## config.mk

```make
export PLATFORM = sky130hd
export DESIGN_NAME = cpu_muldiv_ctrl
export DESIGN_NICKNAME = d
export VERILOG_FILES = /design/src/rtl/cpu_muldiv_pkg.sv /design/src/rtl/cpu_div_step.sv /design/src/rtl/cpu_muldiv_ctrl.sv
export SDC_FILE = /design/constraint.sdc
export NUM_CORES = 2
export LEC_CHECK = 0
export BUFFER_PORTS_ARGS = -buffer_cell sky130_fd_sc_hd__buf_2
export CAP_MARGIN = 20
export CORE_UTILIZATION = 51
export CTS_CLUSTER_DIAMETER = 120
export DETAILED_ROUTE_END_ITERATION = 16
export PLACE_DENSITY = 0.67
export SLEW_MARGIN = 20
export SYNTH_ARGS = -nofsm -noshare
export SYNTH_HDL_FRONTEND = slang
export SYNTH_SLANG_ARGS = --single-unit
```

## constraint.sdc

```tcl
create_clock -name clk -period 12.5 [get_ports clk]
set_clock_uncertainty 0.05 [all_clocks]
set_input_delay 2.5 -clock clk [delete_from_list [all_inputs] [get_ports clk]]
set_output_delay 2.5 -clock clk [all_outputs]
set_load 0.02 [all_outputs]
```

## src/rtl/cpu_muldiv_pkg.sv

```systemverilog
// Shared definitions for the HI/LO multiply/divide controller: funct codes,
// sequencer states and small operand helpers.
package cpu_muldiv_pkg;

    localparam logic [5:0] FN_MFHI  = 6'b010000;
    localparam logic [5:0] FN_MTHI  = 6'b010001;
    localparam logic [5:0] FN_MFLO  = 6'b010010;
    localparam logic [5:0] FN_MTLO  = 6'b010011;
    localparam logic [5:0] FN_MULT  = 6'b011000;
    localparam logic [5:0] FN_MULTU = 6'b011001;
    localparam logic [5:0] FN_DIV   = 6'b011010;
    localparam logic [5:0] FN_DIVU  = 6'b011011;

    typedef enum logic [1:0] {
        IDLE     = 2'd0,
        MUL      = 2'd1,
        DIV_ITER = 2'd2,
        DIV_FIX  = 2'd3
    } state_e;

    // Even funct codes in the MULT/DIV group are the signed variants.
    function automatic logic is_signed_op(input logic [5:0] funct);
        return ~funct[0];
    endfunction

    function automatic logic [31:0] neg32(input logic [31:0] v);
        return ~v + 32'd1;
    endfunction

    function automatic logic [31:0] abs32(input logic [31:0] v);
        return v[31] ? neg32(v) : v;
    endfunction

endpackage

```

## src/rtl/cpu_div_step.sv

```systemverilog
// One restoring-division step: shift the next dividend bit into the partial
// remainder, trial-subtract the divisor and record the quotient bit.
module cpu_div_step (
    input  logic [31:0] rem_i,
    input  logic [31:0] quo_i,
    input  logic [31:0] divisor_i,
    output logic [31:0] rem_o,
    output logic [31:0] quo_o
);

    logic [32:0] shifted;
    logic [32:0] trial;
    logic        fits;

    assign shifted = {rem_i, quo_i[31]};
    assign trial   = shifted - {1'b0, divisor_i};
    assign fits    = ~trial[32];

    assign rem_o = fits ? trial[31:0] : shifted[31:0];
    assign quo_o = {quo_i[30:0], fits};

endmodule

```

## src/rtl/cpu_muldiv_ctrl.sv

```systemverilog
// HI/LO multiply/divide sequencer: fixed-latency multiply, 32-step restoring
// divide, MF/MT register access and flush, with issue back-pressure.
module cpu_muldiv_ctrl
    import cpu_muldiv_pkg::*;
#(
    parameter int MUL_LAT   = 3,
    parameter int DIV_STEPS = 32
) (
    input  logic        clk,
    input  logic        rst_n,
    input  logic        req_valid,
    output logic        req_ready,
    input  logic [5:0]  req_funct,
    input  logic [31:0] req_a,
    input  logic [31:0] req_b,
    input  logic        flush,
    output logic        res_valid,
    output logic [31:0] res_data,
    output logic        busy,
    output logic [31:0] hi_o,
    output logic [31:0] lo_o
);

    localparam int CNT_W = (MUL_LAT > DIV_STEPS) ? $clog2(MUL_LAT) : $clog2(DIV_STEPS);

    state_e             state_q,     state_d;
    logic [CNT_W-1:0]   cnt_q,       cnt_d;
    logic [31:0]        hi_q,        hi_d;
    logic [31:0]        lo_q,        lo_d;
    logic [31:0]        op_a_q,      op_a_d;
    logic [31:0]        op_b_q,      op_b_d;
    logic               signed_q,    signed_d;
    logic [31:0]        rem_q,       rem_d;
    logic [31:0]        quo_q,       quo_d;
    logic [31:0]        dvsr_q,      dvsr_d;
    logic               neg_quo_q,   neg_quo_d;
    logic               neg_rem_q,   neg_rem_d;
    logic               res_valid_q, res_valid_d;
    logic [31:0]        res_data_q,  res_data_d;

    logic               accept;
    logic [31:0]        step_rem;
    logic [31:0]        step_quo;
    logic [63:0]        mul_a_ext;
    logic [63:0]        mul_b_ext;
    logic [63:0]        product;
    logic [31:0]        quo_fixed;
    logic [31:0]        rem_fixed;

    assign req_ready = (state_q == IDLE);
    assign busy      = ~req_ready;
    assign accept    = req_valid & req_ready & ~flush;
    assign res_valid = res_valid_q;
    assign res_data  = res_data_q;
    assign hi_o      = hi_q;
    assign lo_o      = lo_q;

    cpu_div_step u_div_step (
        .rem_i     (rem_q),
        .quo_i     (quo_q),
        .divisor_i (dvsr_q),
        .rem_o     (step_rem),
        .quo_o     (step_quo)
    );

    // The low 64 bits of a sign-extended product equal the signed product.
    assign mul_a_ext = signed_q ? {{32{op_a_q[31]}}, op_a_q} : {32'd0, op_a_q};
    assign mul_b_ext = signed_q ? {{32{op_b_q[31]}}, op_b_q} : {32'd0, op_b_q};
    assign product   = mul_a_ext * mul_b_ext;

    assign quo_fixed = neg_quo_q ? neg32(quo_q) : quo_q;
    assign rem_fixed = neg_rem_q ? neg32(rem_q) : rem_q;

    always_comb begin
        // NOTE: every _d gets a hold value first so no path leaves it unassigned (no latch).
        state_d     = state_q;
        cnt_d       = cnt_q;
        hi_d        = hi_q;
        lo_d        = lo_q;
        op_a_d      = op_a_q;
        op_b_d      = op_b_q;
        signed_d    = signed_q;
        rem_d       = rem_q;
        quo_d       = quo_q;
        dvsr_d      = dvsr_q;
        neg_quo_d   = neg_quo_q;
        neg_rem_d   = neg_rem_q;
        res_valid_d = 1'b0;
        res_data_d  = res_data_q;

        unique case (state_q)
            IDLE: begin
                if (accept) begin
                    unique case (req_funct)
                        FN_MTHI: hi_d = req_a;
                        FN_MTLO: lo_d = req_a;
                        FN_MFHI: begin
                            res_valid_d = 1'b1;
                            res_data_d  = hi_q;
                        end
                        FN_MFLO: begin
                            res_valid_d = 1'b1;
                            res_data_d  = lo_q;
                        end
                        FN_MULT, FN_MULTU: begin
                            op_a_d   = req_a;
                            op_b_d   = req_b;
                            signed_d = is_signed_op(req_funct);
                            cnt_d    = CNT_W'(MUL_LAT - 1);
                            state_d  = MUL;
                        end
                        FN_DIV, FN_DIVU: begin
                            op_a_d    = req_a;
                            op_b_d    = req_b;
                            signed_d  = is_signed_op(req_funct);
                            rem_d     = 32'd0;
                            quo_d     = is_signed_op(req_funct) ? abs32(req_a) : req_a;
                            dvsr_d    = is_signed_op(req_funct) ? abs32(req_b) : req_b;
                            neg_quo_d = is_signed_op(req_funct) & (req_a[31] ^ req_b[31]);
                            neg_rem_d = is_signed_op(req_funct) & req_a[31];
                            cnt_d     = CNT_W'(DIV_STEPS - 1);
                            state_d   = DIV_ITER;
                        end
                        default: ;
                    endcase
                end
            end

            MUL: begin
                if (flush) begin
                    state_d = IDLE;
                end else if (cnt_q == '0) begin
                    {hi_d, lo_d} = product;
                    state_d      = IDLE;
                end else begin
                    cnt_d = cnt_q - 1'b1;
                end
            end

            DIV_ITER: begin
                if (flush) begin
                    state_d = IDLE;
                end else begin
                    rem_d = step_rem;
                    quo_d = step_quo;
                    if (cnt_q == '0) state_d = DIV_FIX;
                    else             cnt_d   = cnt_q - 1'b1;
                end
            end

            DIV_FIX: begin
                if (flush) begin
                    state_d = IDLE;
                end else begin
                    // Divide by zero leaves all-ones quotient and the raw dividend.
                    if (op_b_q == 32'd0) begin
                        lo_d = 32'hFFFF_FFFF;
                        hi_d = op_a_q;
                    end else begin
                        lo_d = quo_fixed;
                        hi_d = rem_fixed;
                    end
                    state_d = IDLE;
                end
            end

            default: state_d = IDLE;
        endcase
    end

    always_ff @(posedge clk or negedge rst_n) begin
        if (!rst_n) begin
            state_q     <= IDLE;
            cnt_q       <= '0;
            hi_q        <= '0;
            lo_q        <= '0;
            op_a_q      <= '0;
            op_b_q      <= '0;
            signed_q    <= 1'b0;
            rem_q       <= '0;
            quo_q       <= '0;
            dvsr_q      <= '0;
            neg_quo_q   <= 1'b0;
            neg_rem_q   <= 1'b0;
            res_valid_q <= 1'b0;
            res_data_q  <= '0;
        end else begin
            // NOTE: non-blocking so every register samples the pre-edge values of the others.
            state_q     <= state_d;
            cnt_q       <= cnt_d;
            hi_q        <= hi_d;
            lo_q        <= lo_d;
            op_a_q      <= op_a_d;
            op_b_q      <= op_b_d;
            signed_q    <= signed_d;
            rem_q       <= rem_d;
            quo_q       <= quo_d;
            dvsr_q      <= dvsr_d;
            neg_quo_q   <= neg_quo_d;
            neg_rem_q   <= neg_rem_d;
            res_valid_q <= res_valid_d;
            res_data_q  <= res_data_d;
        end
    end

endmodule

```

# Word level (Yosys, flattened, before mapping)

Cells that the tools add are included.
Widths: inputs -> output; s select.

Add/subtract/negate cells: 6
$mul: 1
Equal/unequal tests: 24
Mux-type cells: 47
Bitwise operators: 13
Reduce and logical (&&, ||, !) cells: 20

Operator list:

| operator              | count |
|---|---|
| $mux 32               | 25 |
| $pmux 32 s2           | 3 |
| $pmux 32 s3           | 2 |
| $add 32x1->32 const B | 4 |
| $mux 64               | 2 |
| $not 32->32           | 4 |
| $mul 64x64->64        | 1 |
| $eq 6x5->1 const B    | 8 |
| $sub 33x32->33        | 1 |
| $logic_not 32->1      | 1 |
| $pmux 5 s2            | 2 |
| $mux 5                | 3 |
| $ne 2x2->1 const B    | 6 |
| $reduce_and 6->1      | 2 |
| $mux 2                | 5 |
| $reduce_and 3->1      | 3 |
| $ne 2x1->1 const B    | 4 |
| $pmux 2 s4            | 1 |
| $reduce_and 4->1      | 2 |
| $reduce_or 2->1       | 4 |
| $ne 3x3->1 const B    | 2 |
| $reduce_bool 2->1     | 3 |
| $logic_not 5->1       | 1 |
| $reduce_and 5->1      | 1 |
| 12 further kinds      | 21 |

Flip-flop bits (word level): 267
Input bits: 74
Output and inout port bits: 99
Word-level logic and storage cells: 125

# Depth between registers and ports, before layout

Depth after elaboration: 7
Mapped depth: 35

# By module

A second synthesis with hierarchy kept.

Cell total of the unflattened synthesis: 7099
Area, all modules: 65102.4 um^2

Modules (own cells, without submodules):

| module          | times used | cells each | area each (um^2) | sequential area each (um^2) |
|---|---|---|---|---|
| cpu_muldiv_ctrl | 1          | 6762       | 62503.7          | 6681.4 |
| cpu_div_step    | 1          | 337        | 2598.7           | 0.0 |

# Worst setup path after synthesis

Ideal clock, no wire load.

Path type: flip-flop to flip-flop
Start: reg op_a_q[31]
End: reg hi_q[30] (netlist: hi_o[30])
Setup time: 0.065 ns
Arrival time: 9.261 ns
Slack: 3.124 ns
Cell stages (with the launch flop): 32
Path buffers: 3
Period minus slack after synthesis: 9.376 ns
Cells stage by stage: dfrtp_1 > and2_1 > clkbuf_1 > clkbuf_1 > nand2_1 > fa_1 > inv_1 > fa_1 > fa_1 > inv_1 > fa_1 > inv_1 > fa_1 > fa_1 > fa_1 > fa_1 > fa_1 > inv_1 > fa_1 > inv_1 > ha_1 > clkbuf_1 > a21oi_1 > o21ai_0 > a211o_1 > a221o_1 > a21oi_1 > a311oi_1 > a2111oi_0 > a211oi_1 > mux2i_1 > o221a_2

Word-level cells in the longest chain between the ends: 5

Ends and longest elaborated chain:

| item                   | RTL line               | source |
|---|---|---|
| from (decl)            | cpu_muldiv_ctrl.sv:30  | `logic [31:0] op_a_q, op_a_d;` |
| from (signal assigned) | cpu_muldiv_ctrl.sv:193 | `op_a_q <= op_a_d;` |
| $mux 64                | cpu_muldiv_ctrl.sv:67  | `assign mul_a_ext = signed_q ? {{32{op_a_q[31]}}, op_a_q} : {32'd0, op_a_q};` |
| $mul 64x64->64         | cpu_muldiv_ctrl.sv:69  | `assign product = mul_a_ext * mul_b_ext;` |
| $mux 32                | cpu_muldiv_ctrl.sv:132 | `end else if (cnt_q == '0) begin` |
| $mux 32                | cpu_muldiv_ctrl.sv:130 | `if (flush) begin` |
| $pmux 32 s3            | cpu_muldiv_ctrl.sv:91  | `unique case (state_q)` |
| to (signal assigned)   | cpu_muldiv_ctrl.sv:191 | `hi_q <= hi_d;` |
| to (decl)              | cpu_muldiv_ctrl.sv:28  | `logic [31:0] hi_q, hi_d;` |

Every way passes these cells. The select of a mux whose other input is x is not followed.
A chain may end at the register's enable or synchronous reset.

# Final worst setup path

Same ends and word-level chain as after synthesis.

==> metrics <==
IO Port Bufs 172; hold_buf cts 0; Worst Setup End Kind register; Critical Path Start Type register; number of remaining DRC errors 0; Max-Cap Viols 0; first-pass GRT wire length roughly 320000 um; sequential share of the synthesized area 0.1041; Max-Slew Margin vs Limit 0.2093; Clock Root Buffer clkbuf_16; IO Count around 170; Worst Path Max Fanout 24; initial core utilization 0.5162; part of the power in combinational logic 0.799; GRT Util Overall 0.3399; Syn Nets ~9000; largest net degree at the start of global routing around 110; Post-Synthesis Cells between 6000 and 7000; FP Rows 129; Setup Crit Path Kind register to register; cell taking the most area after synthesis fa_1; Peak VDD IR approximately 340 uV; Netlist cell types 70; post-CTS setup buffers 0; Mapped Area ~64000 um^2; GPL Wtd Cong a little under 1; fin crit period around 11 ns; Wirelength per Cell approximately 24 um; unrepaired setup endpoints after global routing false; Pleak roughly 35 nW; Core Box Area roughly 120000 um^2; Multi-input gate area between 50000 and 60000 um^2; Crit path required time between 10 and 15 ns; Die Height around 360 um; CP peak stage delay approximately 0.9 ns; ys async rst share 1.000; Die X 356.7 um; Yosys reg bits between 200 and 300; most frequent cell after synthesis inv_1; Max clock buf depth 3; Resized cells post-CTS 0; initial antenna violation count 16; net total in the final layout ~9000; number of fill cells ~11000; Worst-Margin Slew around 1.2 ns; P_int 5.514 mW; post-route core utilization 0.5444; Post-synth EDFFs 0; Final setup viols 0; Sum Neg Setup Slack 0 ns; Synth top cells by count 1597 x inv_1, 1420 x fa_1, 822 x nand2_1; Remaining Overflow, GRT 0; Critical Path Slowest Stage Cell fa_1; sequential power share 0.130; outcome finished, final reports clean; via count roughly 50000; Final period util 0.8617; Reg clk slew, reported paths 0.07 ns; Area growth, synth to finish 5.465%; vias in the first global route approximately 53000; DP Wirelength between 150000 and 200000 um; H-tree levels 1; share of cells above drive strength 1 0.06486; P_sw just over 8 mW; FMAX roughly 0.093 GHz; total routed wirelength around 210000 um; CTS tree built; Post-synth top flop dfrtp_1; Die Area 127200 um^2; vias per cell ~5.7; Slew Viols, Final 0; 1st-iter DRT viols 4631; Yosys warnings 0; CTS sink cnt ~270; largest cells by area after synthesis fa_1 44%, dfrtp_1 10%, inv_1 9.3%; post-synth top area share 0.4431; critical path arrival about 11 ns; Reg area between 6000 and 7000 um^2; endpoints failing hold 0; Switching Share 0.5983; syn_area_per_cell 9.181 um^2; Final ANT Viol Nets 0; crit-path most repeated cell fa_1; CTS Buf Count 31; Pwr Density 202.9 nW/um^2; clk_lat worst skew 0.61 ns; Clock power frac 0.072; worst hold path type register to register; first drt pass iteration count 6
cell type report:
type                       instances  share of cell area
clock inverter                    15            0.002552
multi-input combinational       4752              0.7415
inverter                        1598             0.08865
tap                             1637             0.03027
sequential                       267             0.09906
clock buffer                      42             0.01296
timing repair buffer             279             0.02493
antenna                            3           0.0001110
power by group through the flow:
| stage | sequential, mW | combinational [mW] | clock, mW |
|---|---|---|---|
| after floorplan | 1.51 | 7.17 | 0 |
| after global placement | 1.76 | 10.7 | 0 |
| after detailed placement | 1.77 | 10.8 | 0 |
| after CTS | 1.75 | 10.9 | 0.986 |
| after global routing | 1.78 | 12.2 | 1.02 |
| final | 1.78 | 11.0 | 0.982 |
stage by stage:
| step | instances | hold slack (ns) | power [mW] | cell area, um^2 | setup WS, ns |
|---|---|---|---|---|---|
| 6_report | 8593 | 0.4258 | 13.73 | 67660 | 1.729 |
| 5_1_grt | 8592 | 0.4436 | 14.96 | 67660 | 1.297 |
| 2_1_floorplan | 6988 | 0.3998 | 8.676 | 64160 | 3.124 |
| 3_3_place_gp | 8532 | 0.4080 | 12.42 | 66570 | 2.109 |
| 4_1_cts | 8589 | 0.4281 | 13.63 | 67620 | 1.870 |
| 3_5_place_dp | 8532 | 0.4144 | 12.57 | 66570 | 1.908 |
path summary, 6_finish.rpt:
| path | from | slack [ns] | cells past startpoint | to |
|---|---|---|---|---|
| max | op_a_q[31]$_DFFE_PN0P_ | 1.73 | 29 | hi_o[30]$_DFFE_PN0P_ |
| min | res_data[17]$_DFFE_PN0P_ | 0.43 | 2 | res_data[17]$_DFFE_PN0P_ |
| max reg2reg | op_a_q[31]$_DFFE_PN0P_ | 1.73 | 29 | hi_o[30]$_DFFE_PN0P_ |
| min reg2reg | res_data[17]$_DFFE_PN0P_ | 0.43 | 2 | res_data[17]$_DFFE_PN0P_ |
| max in group asynchronous | rst_n | 8.83 | 2 | op_b_q[21]$_DFFE_PN0P_ |
| min in group asynchronous | rst_n | 1.86 | 1 | res_data[14]$_DFFE_PN0P_ |
critical path: cells and delay by family (launching register included):
kind / cells / cell delay, ns
and+or+nand+nor: 4 / 1.05
muxes: 1 / 0.22
DFF: 1 / 0.40
buffers and inverters: 8 / 1.07
AOI/OAI and AO/OA: 5 / 1.71
adders and majority gates: 11 / 6.19
flip-flops by register name (all words and copies together), names as in the netlist, 32 cells and up:
signal,flops
rem_q,32
op_b_q,32
op_a_q,32
quo_q,32
res_data,32
dvsr_q,32
hi_o,32
lo_o,32
cell families after synthesis:
kind of cell / share of synthesized area
buffers and inverters: 0.1153
AND/OR/NAND/NOR: 0.1363
adder cells (fa/ha/maj): 0.5117
AO/OA/AOI/OAI: 0.07836
flip-flops: 0.1041
XOR/XNOR: 0.03522
multiplexers: 0.01909
cells in the final DEF (no fill, tap or decap), types with 15 or more instances in the layout:
master / netlist / routed
a21o_1: 51 / 51
a21oi_1: 191 / 189
a221oi_1: 27 / 27
a31oi_1: 34 / 34
a41oi_1: 19 / 19
and2_1: 575 / 575
and3_1: 28 / 28
buf_2: 3 / 171
buf_4: 0 / 106
clkbuf_16: 0 / 31
dfrtp_1: 267 / 250
dfrtp_2: 0 / 17
fa_1: 1420 / 1420
ha_1: 350 / 347
inv_1: 1597 / 1597
mux2_2: 59 / 59
mux2i_1: 56 / 56
nand2_1: 822 / 818
nand2b_1: 15 / 15
nand3_1: 43 / 42
nand4_1: 16 / 16
nor2_1: 166 / 164
nor2b_1: 19 / 17
nor3_1: 29 / 28
nor4_1: 23 / 22
o211ai_1: 17 / 17
o21ai_0: 282 / 281
o31ai_1: 34 / 34
o41ai_1: 16 / 16
or3_1: 29 / 29
xnor2_1: 161 / 161
xor2_1: 97 / 97
metal layers:
metal,track usage,part of all wire
met1,0.4467,0.39
met2,0.5516,0.47
met3,0.06384,0.089
met4,0.1445,0.055
met5,0,0.00042
Power figures use the tool's default switching activity.
